### src/rtl/i2s_frame_tx_pkg.sv
// Shared types and sizing helpers for the I2S frame transmitter.
package i2s_frame_tx_pkg;

  typedef enum logic [1:0] {
    StArm   = 2'd0,
    StDelay = 2'd1,
    StShift = 2'd2,
    StSkip  = 2'd3
  } tx_state_e;

  // Bit counter must reach the index of the rise that closes the frame without wrapping.
  function automatic int unsigned bit_cnt_width(input int unsigned data_w,
                                                input int unsigned channels,
                                                input int unsigned bit_delay);
    return $clog2(data_w * channels + bit_delay);
  endfunction

endpackage

### src/rtl/i2s_edge_sync.sv
// Two-flop synchroniser for one asynchronous input with registered rise/fall pulses.
module i2s_edge_sync (
  input  logic clock,
  input  logic rst_n,
  input  logic din,
  output logic level,
  output logic rise,
  output logic fall
);

  logic sync1_q, sync2_q, level_q, rise_q, fall_q;

  always_ff @(posedge clock or negedge rst_n) begin
    if (!rst_n) begin
      sync1_q <= 1'b0;
      sync2_q <= 1'b0;
      level_q <= 1'b0;
      rise_q  <= 1'b0;
      fall_q  <= 1'b0;
    end else begin
      sync1_q <= din;
      sync2_q <= sync1_q;
      level_q <= sync2_q;
      rise_q  <= sync2_q & ~level_q;
      fall_q  <= ~sync2_q & level_q;
    end
  end

  // level_q updates on the same clock the pulse appears, so both are aligned.
  assign level = level_q;
  assign rise  = rise_q;
  assign fall  = fall_q;

endmodule

### src/rtl/i2s_frame_tx.sv
// Multi-channel I2S serialiser: pops words from a show-ahead FIFO and shifts them out
// MSB first, framed by oversampled BCLK/LRCLK.
module i2s_frame_tx
  import i2s_frame_tx_pkg::*;
#(
  parameter int unsigned DATA_W      = 16,
  parameter int unsigned CHANNELS    = 1,
  parameter int unsigned BIT_DELAY   = 1,
  parameter logic        START_LEVEL = 1'b0
) (
  input  logic              clock,
  input  logic              rst_n,
  input  logic              bclk,
  input  logic              lrclk,
  input  logic              hold,
  input  logic              fifo_empty,
  input  logic [DATA_W-1:0] fifo_q,
  output logic              fifo_rdreq,
  output logic              sdata,
  output logic              busy,
  output logic              underrun,
  output logic              frame_err
);

  localparam int unsigned CntW    = bit_cnt_width(DATA_W, CHANNELS, BIT_DELAY);
  localparam int unsigned ChW     = $clog2(CHANNELS + 1);
  localparam int unsigned LastIdx = BIT_DELAY - 1 + DATA_W * CHANNELS;

  logic bclk_level, bclk_rise, bclk_fall;
  logic lr_level, lr_rise, lr_fall;
  logic unused_edges;

  i2s_edge_sync u_bclk_sync (
    .clock (clock),
    .rst_n (rst_n),
    .din   (bclk),
    .level (bclk_level),
    .rise  (bclk_rise),
    .fall  (bclk_fall)
  );

  i2s_edge_sync u_lrclk_sync (
    .clock (clock),
    .rst_n (rst_n),
    .din   (lrclk),
    .level (lr_level),
    .rise  (lr_rise),
    .fall  (lr_fall)
  );

  assign unused_edges = ^{bclk_level, lr_rise, lr_fall};

  tx_state_e         state_q, state_d;
  logic [CntW-1:0]   cnt_q, cnt_d;
  logic [ChW-1:0]    ch_q, ch_d;
  logic [DATA_W-1:0] word_q, word_d;
  logic              sdata_q, sdata_d;
  logic              rdreq_q, rdreq_d;
  logic              underrun_q, underrun_d;
  logic              frame_err_q, frame_err_d;
  logic              lr_prev_q, lr_prev_d;
  logic              frame_start, latch_now;

  // Channel k is latched on rise index BIT_DELAY-1 + k*DATA_W.
  function automatic logic is_latch_rise(input logic [CntW-1:0] idx, input logic [ChW-1:0] ch);
    return (32'(ch) < CHANNELS) && (32'(idx) == BIT_DELAY - 1 + 32'(ch) * DATA_W);
  endfunction

  assign frame_start = bclk_rise && (lr_level == START_LEVEL) && (lr_prev_q != START_LEVEL);

  always_comb begin
    state_d     = state_q;
    cnt_d       = cnt_q;
    ch_d        = ch_q;
    word_d      = word_q;
    sdata_d     = sdata_q;
    rdreq_d     = 1'b0;
    underrun_d  = 1'b0;
    frame_err_d = 1'b0;
    latch_now   = 1'b0;
    lr_prev_d   = bclk_rise ? lr_level : lr_prev_q;

    if (frame_start) begin
      // A restart abandons whatever word was in flight.
      frame_err_d = (state_q == StDelay) || (state_q == StShift);
      cnt_d       = '0;
      ch_d        = '0;
      word_d      = '0;
      sdata_d     = 1'b0;
      if (hold) begin
        state_d = StSkip;
      end else begin
        state_d   = StDelay;
        latch_now = is_latch_rise(cnt_d, ch_d);
      end
    end else if ((state_q == StDelay) || (state_q == StShift)) begin
      if (bclk_rise) begin
        cnt_d     = cnt_q + CntW'(1);
        latch_now = is_latch_rise(cnt_d, ch_q);
      end else if (bclk_fall) begin
        if (32'(cnt_q) < LastIdx) begin
          sdata_d = word_q[DATA_W-1];
          word_d  = {word_q[DATA_W-2:0], 1'b0};
        end else begin
          state_d = StArm;
          sdata_d = 1'b0;
        end
      end
    end

    if (latch_now) begin
      state_d = StShift;
      ch_d    = ch_d + ChW'(1);
      if (!fifo_empty) begin
        word_d  = fifo_q;
        rdreq_d = 1'b1;
      end else begin
        word_d     = '0;
        underrun_d = 1'b1;
      end
    end
  end

  always_ff @(posedge clock or negedge rst_n) begin
    if (!rst_n) begin
      state_q     <= StArm;
      cnt_q       <= '0;
      ch_q        <= '0;
      word_q      <= '0;
      sdata_q     <= 1'b0;
      rdreq_q     <= 1'b0;
      underrun_q  <= 1'b0;
      frame_err_q <= 1'b0;
      lr_prev_q   <= START_LEVEL;
    end else begin
      state_q     <= state_d;
      cnt_q       <= cnt_d;
      ch_q        <= ch_d;
      word_q      <= word_d;
      sdata_q     <= sdata_d;
      rdreq_q     <= rdreq_d;
      underrun_q  <= underrun_d;
      frame_err_q <= frame_err_d;
      lr_prev_q   <= lr_prev_d;
    end
  end

  assign sdata      = sdata_q;
  assign fifo_rdreq = rdreq_q;
  assign underrun   = underrun_q;
  assign frame_err  = frame_err_q;
  assign busy       = (state_q == StDelay) || (state_q == StShift);

endmodule

### config.mk
export PLATFORM = sky130hd
export DESIGN_NAME = i2s_frame_tx
export DESIGN_NICKNAME = d
export VERILOG_FILES = /design/src/rtl/i2s_frame_tx_pkg.sv /design/src/rtl/i2s_edge_sync.sv /design/src/rtl/i2s_frame_tx.sv
export SDC_FILE = /design/constraint.sdc
export NUM_CORES = 1
export LEC_CHECK = 0
export BUFFER_PORTS_ARGS = -buffer_cell sky130_fd_sc_hd__buf_4
export CAP_MARGIN = 40
export CORE_MARGIN = 1.5
export CORE_UTILIZATION = 35
export CTS_CLUSTER_SIZE = 24
export DETAILED_ROUTE_END_ITERATION = 10
export GPL_ROUTABILITY_DRIVEN = 0
export PLACE_DENSITY_LB_ADDON = 0.12
export SLEW_MARGIN = 20
export SYNTH_ARGS = -nofsm -noshare
export SYNTH_HDL_FRONTEND = slang
export SYNTH_SLANG_ARGS = --single-unit
### constraint.sdc
create_clock -name clock -period 5.3 [get_ports clock]
set_input_delay 1.06 -clock clock [delete_from_list [all_inputs] [get_ports clock]]
set_output_delay 1.06 -clock clock [all_outputs]
set_load 0.005 [all_outputs]
# Yosys cells after proc, flatten, opt, wreduce, memory -nomap -nowiden
# Cells that the tools add are included.
# totals
ff_bits,37
latch_bits,0
mem_bits_rw,0
rom_bits,0
input_bits,22
wordCells,79
n_memories,0
# classes
n_addsub,2
n_mul,0
n_div,0
n_lt_le_gt_ge,2
eq_ne,6
shifts,0
mux,33
n_bitwise,5
reduce_logical,14
# op_table
operator,n
$mux 16,7
$mux 1,16
$mux 5,3
$mux 2,7
$reduce_bool 3->1,3
$reduce_and 4->1,2
$ne 3x3->1 const B,2
$reduce_bool 2->1,3
$add 5x1->5 const B,1
$eq 5x5->1,1
$lt 5x5->1 const B,1
$logic_and 1x1->1,3
$not 1->1,3
$reduce_and 3->1,1
$and 1x1->1,2
$eq 2x1->1 const B,1
$eq 2x2->1 const B,1
$ne 2x2->1 const B,1
$reduce_and 2->1,1
$add 1x1->1 const B,1
$logic_or 1x1->1,1
$lt 1x1->1 const B,1

# Logic depth before layout (Yosys ltp)
# depth
word_depth,8
ltp_mapped,7
depth_no_buf,6

# Modules after synthesis
# From an unflattened synthesis, not the netlist that was laid out.
# unflattened
cells_unflattened,141
hier_area_um2,1804.2
# by_module_without_submodules
module,instances,cells_each,area_each_um2
i2s_frame_tx,1,127,1524.0
i2s_edge_sync,2,7,140.1

# Worst setup path before layout
# Ideal clock, no wire load.
# synth_timing
path_type,register -> register
start,register cnt_q[0]
end,register word_q[14]
setup_ps,73
arrival_ps,1765
setup_slack_ps,3462
stages_incl_launch_ff,8
synth_period_minus_slack_ps,1838
path_cell_list,dfrtp_1 ha_1 xnor2_1 a31oi_2 o31a_4 clkbuf_1 o21ai_0 a2bb2oi_2
# synth_between
elab_chain_len,8
word_cells_on_any_way,13
cone_classes,1 x add/sub; 1 x order compare; 2 x eq/ne; 4 x mux; 5 x reduce/logical
# synth_rtl
element,line,source
"start, declared",i2s_frame_tx.sv:54,"logic [CntW-1:0] cnt_q, cnt_d;"
"start signal, assigned",i2s_frame_tx.sv:137,cnt_q <= cnt_d;
$add 5x1->5,i2s_frame_tx.sv:98,cnt_d = cnt_q + CntW'(1);
$eq 5x5->1,i2s_frame_tx.sv:66,return (32'(ch) < CHANNELS) && (32'(idx) == BIT_DELAY - 1 + 32'(ch) * DATA_W);
$logic_and 1x1->1,i2s_frame_tx.sv:66,
$mux 1,i2s_frame_tx.sv:97,if (bclk_rise) begin
$mux 1,i2s_frame_tx.sv:96,end else if ((state_q == StDelay) || (state_q == StShift)) begin
$mux 1,i2s_frame_tx.sv:83,if (frame_start) begin
$ne 3x3->1 (no line) or $reduce_bool 3->1 (tied branches),n/a,
$reduce_and 4->1 (no line),n/a,
"end signal, assigned",i2s_frame_tx.sv:139,word_q <= word_d;
"end, declared",i2s_frame_tx.sv:56,"logic [DATA_W-1:0] word_q, word_d;"
# Several ways; a longest one is shown, not always the timed one.
# A chain may end at the register's enable or synchronous reset.

# Worst setup path after layout
# layout_timing
start,register state_q[1]
end,output busy
# layout_between
elab_chain_len,2
word_cells_on_any_way,3
cone_classes,2 x eq/ne; 1 x reduce/logical
# layout_rtl
element,line,source
"start, declared",i2s_frame_tx.sv:53,"tx_state_e state_q, state_d;"
"start signal, assigned",i2s_frame_tx.sv:126,state_q <= StArm;
"start signal, assigned",i2s_frame_tx.sv:136,state_q <= state_d;
$eq 2x1->1 or $eq 2x2->1 (tied branches),i2s_frame_tx.sv:152,assign busy = (state_q == StDelay) || (state_q == StShift);
$logic_or 1x1->1 *,i2s_frame_tx.sv:152,
"end, declared",i2s_frame_tx.sv:20,"output logic busy,"
# Every way passes the cells marked *; elsewhere a longest branch is shown, timed or not.

==> run metrics <==
status=completed; Setup Viol. Count Final=0; syn_area_per_cell=12.8 um^2; FMAX=0.440 GHz; post-synthesis mux area share=less than 1%; reg-to-reg startpoint=cnt_q[0]; Max Cap Viol=0; Worst-Margin Slew=between 0.7 and 0.8 ns; synth unique cells=39; sequential element share of the synthesized area=around 53%; met3 wire length=about 110 um; asr flop ratio synth=100%; Fin. Hold Viols=0; grt total ovfl=0; RSZ-0062 raised after global routing=no; r2r worst-path depth=6; worst skew pair latency=0.29 ns; worst min path class=register to register; top layer in use=met4; pre-CTS setup slack=3.17 ns; FF-to-FF setup slack=3.14 ns; Die Width=73.7 um; Area growth, synth to finish=20.9%; Crit Path Max Fanout=6; Worst slew margin=52.4%; ys flop type=dfrtp_1; crit path time final=around 2.3 ns; DRC=0; Critical Path End Type=output port; Clock Sinks=37; total length of routed wires=3430 um; beginning of the worst hold path=u_lrclk_sync.sync1_q; Detailed Route Iter0 Violations=56; end of the critical path=busy; synth warn=0; Initial Utilization=36.8%; post-DR vias/cell=5.01; largest family of logic cells by synthesized area=compound AO/OA/AOI/OAI gates; Synth Area in Compound Gates=22.8%; Setup Fix Bufs, Post-CTS=0; Power Dens Cells=435 mW/mm^2; post-synth net total=161; Max stage delay on crit path=roughly 0.41 ns; crit share post-route=42.9%; Antenna diodes=0; antenna violations before repair=0; Finished Layout Cells=232; min setup slack post-route=3.03 ns; Worst Path Required=roughly 4.2 ns; Detailed Place HPWL=2280 um; number of synthesized flops with an enable pin=0; met2 WL=1710 um; CTS Buf Count=5; Max Buffers Root-to-Sink=2; synthesized cell area=0.00175 mm^2; Core Box Area=0.00475 mm^2; DR pass1 iterations=4; most frequent cells in the layout=37 x dfrtp_1, 26 x buf_4, 18 x o21ai_0; GRT Total Usage=between 10 and 15%; worst setup path start=state_q[1]; #FFs+latches synth=37; Post-Place Cells=around 220; Final Hold Slack=0.353 ns; height of the die=73.7 um; Setup crit start kind=register; vias post-DR=1163; Reg clk slew, reported paths=0.07 ns; largest net degree at the start of global routing=38; Slew Viols, Final=0; M1 WL=approximately 1600 um; post-route setup TNS=0 ns; Layout Skew=0.00799 ns; critical path type=register to output port; worst vdd ir=0.000176 V; full die area=0.00543 mm^2; Root Driver=clkbuf_8; Data arrival, critical path=1.21 ns; row count=25; RR Endpoint=word_q[0]; Synth Area in XOR/XNOR=2.43%; adder-cell area share of the yosys netlist=1.43%; H-tree Lvls=2; commonest non-fill, non-tap cell in the layout=dfrtp_1; Leak=0.000926 uW; cells after synthesis=137; CTS tree=built; Nets=around 190; first-pass GRT wire length=5730 um; layout cells sized above 1=~33%; port bufs=26; Total Power=920 uW; simple-gate portion of the synthesized area=16.8%; wire per inst=14.8 um; # resized after CTS=0; cells along the critical path=xor2_2 -> buf_4; # hold bufs at CTS=0; slowest CP cell=dfrtp_1; I/O pin cnt=27; vias in the first global route=1220; remaining antenna violation count=0
## metrics by stage
stage	utilization (%)	cell area, um^2
3_5_place_dp	41.6	1980
2_1_floorplan	-	1750
4_1_cts	44.4	2110
3_3_place_gp	41.6	1980
6_report	44.4	2110
5_1_grt	44.4	2110
## flip-flops by register name, summed over array words and instances (netlist names)
name / count
u_bclk_sync.rise: 1
u_lrclk_sync.sync1_q: 1
underrun: 1
word_q: 16
u_bclk_sync.sync2_q: 1
fifo_rdreq: 1
sdata: 1
u_lrclk_sync.sync2_q: 1
ch_q: 1
state_q: 2
u_bclk_sync.level: 1
u_lrclk_sync.level: 1
cnt_q: 5
u_bclk_sync.fall: 1
frame_err: 1
u_bclk_sync.sync1_q: 1
lr_prev_q: 1
## cell type report
class,count,area (um^2)
inverter,1,3.75
sequential,37,926
tap,67,83.8
clock inverter,3,65.1
fill,475,2640
multi-input combinational,93,771
timing repair buffer,26,195
clock buffer,5,68.8
## critical path: cells and delay by family (launching register included)
kind	cells	cell delay, ns
XOR/XNOR	1	0.34
buffers and inverters	1	0.18
flip-flops	1	0.41
## per-layer routing
| layer | GRT usage [%] | vias up |
|---|---|---|
| met5 | 0 | - |
| met4 | 6.79 | 0 |
| met3 | 4.25 | 2 |
| met2 | 23.1 | 22 |
| met1 | 17.1 | 581 |
| li1 | - | 558 |
## synthesized netlist by cell type (2+ instances only)
master,n,share of area [%]
a21oi_1,2,0.57
a22o_1,2,1.0
a2bb2oi_1,7,3.5
a2bb2oi_2,8,6.9
a32o_1,2,1.1
and3_2,2,0.86
clkbuf_1,3,0.64
dfrtp_1,37,53
ha_1,2,1.4
nand2_1,5,1.1
nand2b_1,4,1.4
nand3b_1,16,6.9
nor2_1,2,0.43
nor2b_1,2,0.72
o21ai_0,18,5.2
xor2_1,2,1.0
## power breakdown
group	leakage (uW)	total [uW]	internal [uW]	switching (uW)
Sequential	0.000448	421	364	56.7
Clock	0.0000681	289	187	102
Combinational	0.000410	209	125	84.5
Total	0.000926	920	676	243
## worst min-delay path by stage
stage | endpoint | slack [ns] | depth (start not counted)
final | u_lrclk_sync.sync2_q | 0.35 | 0
after global routing | u_bclk_sync.sync2_q | 0.36 | 0
after CTS | u_lrclk_sync.sync2_q | 0.36 | 0
after detailed placement | u_lrclk_sync.sync2_q | 0.34 | 0
after global placement | u_lrclk_sync.level | 0.33 | 0
after floorplan | u_bclk_sync.sync2_q | 0.33 | 0
## logic make-up (layout without fill, tap and decap cells)
group | after synthesis | in the layout
AO/OA/AOI/OAI | 45 | 45
AND/OR/NAND/NOR | 41 | 41
flip-flops | 37 | 37
buffers and inverters | 7 | 35
XOR/XNOR | 4 | 4
adder cells (fa/ha/maj) | 2 | 2
multiplexers | 1 | 1
(Power assumes the default switching activity.)
